### config.mk
export PLATFORM = sky130hd
export DESIGN_NAME = sumador_acumulador_sat
export DESIGN_NICKNAME = d
export VERILOG_FILES = /design/src/rtl/sumador_acumulador_sat_pkg.sv /design/src/rtl/sumador_acumulador_sat_sumador_sat.sv /design/src/rtl/sumador_acumulador_sat.sv
export SDC_FILE = /design/constraint.sdc
export NUM_CORES = 1
export LEC_CHECK = 0
export CELL_PAD_IN_SITES_DETAIL_PLACEMENT = 1
export CELL_PAD_IN_SITES_GLOBAL_PLACEMENT = 1
export CORE_ASPECT_RATIO = 1.4
export CORE_UTILIZATION = 44
export DETAILED_ROUTE_END_ITERATION = 6
export GPL_ROUTABILITY_DRIVEN = 0
export GPL_TIMING_DRIVEN = 0
export PLACE_DENSITY_LB_ADDON = 0.1
export SYNTH_ARGS = -nofsm -noshare
export SYNTH_HDL_FRONTEND = slang
export SYNTH_HIERARCHICAL = 1
export SYNTH_SLANG_ARGS = --single-unit
### constraint.sdc
create_clock -name clk -period 5.6 [get_ports clk]
set_input_delay 1.4 -clock clk [delete_from_list [all_inputs] [get_ports clk]]
set_output_delay 1.4 -clock clk [all_outputs]
set_load 0.05 [all_outputs]
### src/rtl/sumador_acumulador_sat_pkg.sv
// ---------------------------------------------------------------------------
// sumador_acumulador_sat_pkg
// Shared definitions for the saturating accumulator:
//   - estado_t : FSM state encoding (IDLE, ACUM, SALIDA)
//   - max_pos  : largest positive value of a (largo+1)-bit signed word
//   - min_neg  : most negative value of a (largo+1)-bit signed word
// ---------------------------------------------------------------------------
package sumador_acumulador_sat_pkg;

    typedef enum logic [1:0] {
        IDLE   = 2'd0,
        ACUM   = 2'd1,
        SALIDA = 2'd2
    } estado_t;

    // Computed at 64 bits; callers size-cast to largo+1 bits.
    function automatic longint max_pos(input int largo);
        return (longint'(1) << largo) - longint'(1);
    endfunction

    function automatic longint min_neg(input int largo);
        return -(longint'(1) << largo);
    endfunction

endpackage

### src/rtl/sumador_acumulador_sat_sumador_sat.sv
// ---------------------------------------------------------------------------
// sumador_sat
// Combinational two's-complement saturating adder.
//   a, b : signed operands, largo+1 bits
//   y    : a+b clamped to [min_neg, max_pos]
//   ovf  : 1 when the true sum did not fit and y was clamped
// ---------------------------------------------------------------------------
module sumador_sat
    import sumador_acumulador_sat_pkg::*;
#(
    parameter int largo = 24
) (
    input  logic signed [largo:0] a,
    input  logic signed [largo:0] b,
    output logic signed [largo:0] y,
    output logic                  ovf
);

    localparam logic signed [largo:0] MAXP = (largo+1)'(max_pos(largo));
    localparam logic signed [largo:0] MINN = (largo+1)'(min_neg(largo));

    // One guard bit: the sign-extended sum always holds the exact result.
    logic [largo+1:0] s;

    assign s = {a[largo], a} + {b[largo], b};

    // Overflow only possible when operands share a sign; it shows up as the
    // in-range sign bit disagreeing with that shared sign.
    assign ovf = (a[largo] == b[largo]) && (s[largo] != a[largo]);

    assign y = !ovf      ? $signed(s[largo:0]) :
               a[largo]  ? MINN                : MAXP;

endmodule

### src/rtl/sumador_acumulador_sat.sv
// ---------------------------------------------------------------------------
// sumador_acumulador_sat
// Time-multiplexed saturating accumulator: sums exactly N_TERMS signed terms
// per sample with saturation at every step, then presents the result with a
// one-cycle y_valido pulse.
//
// Optional build macro: SUMADOR_CONTSAT_EN adds cont_sat[15:0], a sticky
// count of saturation events in the current accumulation.
//
// Ports:
//   clk         : system clock, rising edge
//   reset       : synchronous, active-high
//   inicio      : start accumulation (sampled only in IDLE)
//   dato        : signed term, largo+1 bits
//   dato_valido : dato valid this cycle
//   listo       : block accepts dato this cycle
//   ocupado     : accumulation in progress (ACUM or SALIDA)
//   y           : saturated sum, held until next result
//   y_valido    : one-cycle pulse, y is new
//   sat         : saturation seen in current/last accumulation
//   cont_sat    : (SUMADOR_CONTSAT_EN only) saturation event count
// ---------------------------------------------------------------------------
module sumador_acumulador_sat
    import sumador_acumulador_sat_pkg::*;
#(
    parameter int largo   = 24,
    parameter int N_TERMS = 8
) (
    input  logic                  clk,
    input  logic                  reset,
    input  logic                  inicio,
    input  logic signed [largo:0] dato,
    input  logic                  dato_valido,
    output logic                  listo,
    output logic                  ocupado,
    output logic signed [largo:0] y,
    output logic                  y_valido,
`ifdef SUMADOR_CONTSAT_EN
    output logic [15:0]           cont_sat,
`endif
    output logic                  sat
);

    localparam int              CW     = $clog2(N_TERMS + 1);
    localparam logic [CW-1:0]   ULTIMO = CW'(N_TERMS - 1);

    estado_t               estado;
    logic signed [largo:0] acc;
    logic signed [largo:0] suma;
    logic                  ovf;
    logic [CW-1:0]         cnt;
    logic                  acepta;

    // listo is registered and high only in ACUM, so this is the handshake.
    assign acepta = (estado == ACUM) && listo && dato_valido;

    sumador_sat #(.largo(largo)) u_sumador_sat (
        .a   (acc),
        .b   (dato),
        .y   (suma),
        .ovf (ovf)
    );

    // NOTE: every register here uses non-blocking assignment so all state
    // updates within a cycle see the pre-edge values, independent of order.
    always_ff @(posedge clk) begin
        if (reset) begin
            estado   <= IDLE;
            acc      <= '0;
            cnt      <= '0;
            y        <= '0;
            y_valido <= 1'b0;
            sat      <= 1'b0;
            listo    <= 1'b0;
            ocupado  <= 1'b0;
`ifdef SUMADOR_CONTSAT_EN
            cont_sat <= '0;
`endif
        end else begin
            case (estado)
                IDLE: begin
                    y_valido <= 1'b0;
                    if (inicio) begin
                        acc     <= '0;
                        cnt     <= '0;
                        sat     <= 1'b0;
                        listo   <= 1'b1;
                        ocupado <= 1'b1;
                        estado  <= ACUM;
`ifdef SUMADOR_CONTSAT_EN
                        cont_sat <= '0;
`endif
                    end
                end

                ACUM: begin
                    if (acepta) begin
                        acc <= suma;
                        cnt <= cnt + 1'b1;
                        if (ovf) begin
                            sat <= 1'b1;
`ifdef SUMADOR_CONTSAT_EN
                            if (cont_sat != 16'hFFFF)
                                cont_sat <= cont_sat + 16'd1;
`endif
                        end
                        // Last term: publish the updated sum directly so
                        // y is valid during the single SALIDA cycle.
                        if (cnt == ULTIMO) begin
                            y        <= suma;
                            y_valido <= 1'b1;
                            listo    <= 1'b0;
                            estado   <= SALIDA;
                        end
                    end
                end

                SALIDA: begin
                    y_valido <= 1'b0;
                    ocupado  <= 1'b0;
                    estado   <= IDLE;
                end

                default: begin
                    y_valido <= 1'b0;
                    listo    <= 1'b0;
                    ocupado  <= 1'b0;
                    estado   <= IDLE;
                end
            endcase
        end
    end

endmodule

==> metrics.cfg <==
[setup_path]
crit_end = sat
cp_data_required_time_ns = 5.86
slowest_delay_ns = 0.47
cp-end-kind = flop
path_buf_inv = 2
critPathLaunchType = input port
path_cells = clkdlybuf4s50_1 > ha_1 > fa_1 > a211o_1 > a211oi_1 > o31a_1 > a2111o_1 > a21oi_2 > buf_4 > nand2_1 > o21ai_0 > nand3b_1 > a31oi_1
worstPathArrival_ns = 4.80
r2r_end = sat
rr_worst_depth = 12
cp_max_fo = 10
cp.depth = 13
crit_slowest_cell = a211oi_1
critPathKind = input port to flop
reg2reg_slack_ns = 2.24
rr_startpoint = acc[0]
critical-path-top-delay-family = compound AO/OA/AOI/OAI gates
setup.worst_path.start = dato[0]

[route]
wire_per_inst_um = 19.1
drc = 3
drt_iter0_drc = 166
dr.pass1.iters = 6
antenna_left = 0
num_vias = 4313
vias_per_cell = 5.97
wl_mm = 13.8

[die]
row_count = 41
die_area_um2 = 9940
io_pins = 58
die_y_um = 118
die_w_um = 84.6
core-area_um2 = 9130
start_util = 0.460

[synthesis]
synth.area.top_cells = dfxtp_1 (29%), a21oi_1 (8.5%), nand2b_1 (8.2%), ha_1 (7.5%), nand2_1 (6.0%)
synth_compound_area_frac = 0.221
synth-async-reset-ratio = 0
synth_commonest_cells = a21oi_1 (71), nand2_1 (67), dfxtp_1 (60)
synth_adder_area_share = 0.0793
yosys.area_share.simple = 0.264
yosys.area.top_type_share = 0.286
synth.most_common_cell = a21oi_1
ys.flop_type = dfxtp_1
synth_edf_count = 0
synthCells = 543
synth-xor-area-share = 0.0376
synth_area_um2 = 4200
yosysTopAreaCell = dfxtp_1
yosysSeqAreaShare = 0.286
synth_top_family_by_area = simple AND/OR/NAND/NOR gates
synth_cell_type_count = 55
syn_avg_cell_area_um2 = 7.73
synth_nets = 598
synthMuxAreaShare = 0.0596
yosysWarnings = 6
ys_ff_latch = 60

[power_and_ir_drop]
peakVddDrop_mv = 0.186
power.density_nw_per_um2 = 220
cellLeakagePower_uw = 0.00199

[timing]
rsz0062_at_grt = false
hold_ws_ns = 0.474
finalCritPeriodShare = 0.811
final.setup.tns_ns = 0
slew_violations = 0
finalClockSkew_ns = 0.00394
finalHoldViolCount = 0
timing.slew.headroom = 0.496
post-route-min-period_ns = 4.54
worst_pin_slew_ns = 0.754
final-setup-viol-count = 0
fmax_mhz = 220

[clock_tree]
cts_tree = yes
insertion_delay_ns = 0.33
clockBufferDepth = 2
clockRootBuffer = clkbuf_16
cts_resized = 0
clk_pin_slew_ns = 0.05
cts_setup_buffers = 0
numCtsBuffers = 9
cts.hold.buffers_added = 0
cts_sinks = 60
htreeDepth = 3

[placement]
place_area_um2 = 4890
hpwl_mm = 10.4
place_inst = 706
port_buffers = 56

[layout]
final_area_um2 = 5160
final_nets = 665
area_delta_synth_final_pct = 23.0
fin_util = 0.565
antennaDiodeCount = 0
layout-drive-gt1-share = 0.0634
fillers = 1157
final_cells = 722

[hold_path]
min_path_cells = 2
hold_class = flop to flop

[status]
violations = design-rule violations
status = complete, but fails checks

[grt]
grt_pass1_wl_mm = 21.9
gr-total-overflow = 0
grt_max_degree = 11
grt_usage = 0.279
grt_pass1_vias = 4356
antenna_found_initial = 0

[job]
cap_violations = 0

-- power breakdown --
| part | internal (µW) | switching, µW |
|---|---|---|
| Sequential | 432 | 4.18 |
| Combinational | 74.4 | 114 |
| Clock | 310 | 202 |
-- cells by family after synthesis --
logic type      after synthesis
mux                          25
xor+xnor                     18
fa+ha+maj                    26
simple gates                219
compound gates              154
buf+inv                      41
flops                        60
-- layout by cell type (no fill, tap or decap), types with 3 or more instances in the layout --
| cell | n |
|---|---|
| dfxtp_1 | 60 |
| clkbuf_1 | 19 |
| o211a_1 | 3 |
| o211ai_1 | 5 |
| and3_1 | 4 |
| nand4_1 | 4 |
| nand3_1 | 38 |
| a211oi_1 | 3 |
| nor2_1 | 31 |
| nand2_1 | 67 |
| a31oi_1 | 7 |
| inv_1 | 5 |
| clkbuf_16 | 9 |
| buf_2 | 8 |
| ha_1 | 25 |
| mux2i_1 | 25 |
| nor2b_1 | 4 |
| a21oi_1 | 71 |
| xor2_1 | 11 |
| a211o_1 | 3 |
| o21ai_0 | 30 |
| o21a_1 | 5 |
| nand2b_1 | 55 |
| xnor2_1 | 7 |
| buf_4 | 5 |
| clkdlybuf4s50_1 | 56 |
| a21o_1 | 6 |
| nor3_1 | 4 |
| o21ai_1 | 4 |
-- tightest hold or removal path, stage by stage, from the launching register on --
cell     delay [ns]
dfxtp_1        0.31
nand3_1        0.06
a21oi_1        0.05
-- worst min path at each step --
stage | startpoint | endpoint | slack (ns)
2_1_floorplan | acc[0] | acc[0] | 0.45
3_3_place_gp | acc[14] | acc[14] | 0.46
3_5_place_dp | y[2] | y[2] | 0.47
4_1_cts | acc[8] | acc[8] | 0.48
5_1_grt | acc[8] | acc[8] | 0.49
6_report | acc[16] | acc[16] | 0.47
-- per-layer routing --
layer | global-route usage | vias to the layer above | part of all wire
li1 | - | 2063 | -
met1 | 0.321 | 2092 | 0.41
met4 | 0.109 | 0 | 0.021
met2 | 0.517 | 132 | 0.52
met3 | 0.0337 | 26 | 0.045
met5 | 0 | - | 0
-- flip-flops by register name (all words and copies together) (netlist names) --
register  count
acc          25
y            25
estado        2
y_valido      1
cnt           4
sat           1
ocupado       1
listo         1
-- area by class of cell --
class,instances,area [µm²],share of cell area
flip-flops and latches,60,1200,0.233
plain buffers,35,199,0.0385
clock inverters,4,25.0,0.00485
well taps,107,134,0.0259
repair buffers,56,561,0.109
inverters,6,22.5,0.00436
multi-input cells,442,2780,0.537
clock buffers,12,246,0.0477
-- stage by stage --
step	total power [µW]	worst slack, ns
after floorplan	565	1.74
after global placement	625	0.884
after detailed placement	629	0.817
after CTS	1150	1.16
after global routing	1180	0.839
final	1140	1.06
Note: power is estimated with default switching activity, not from simulation.
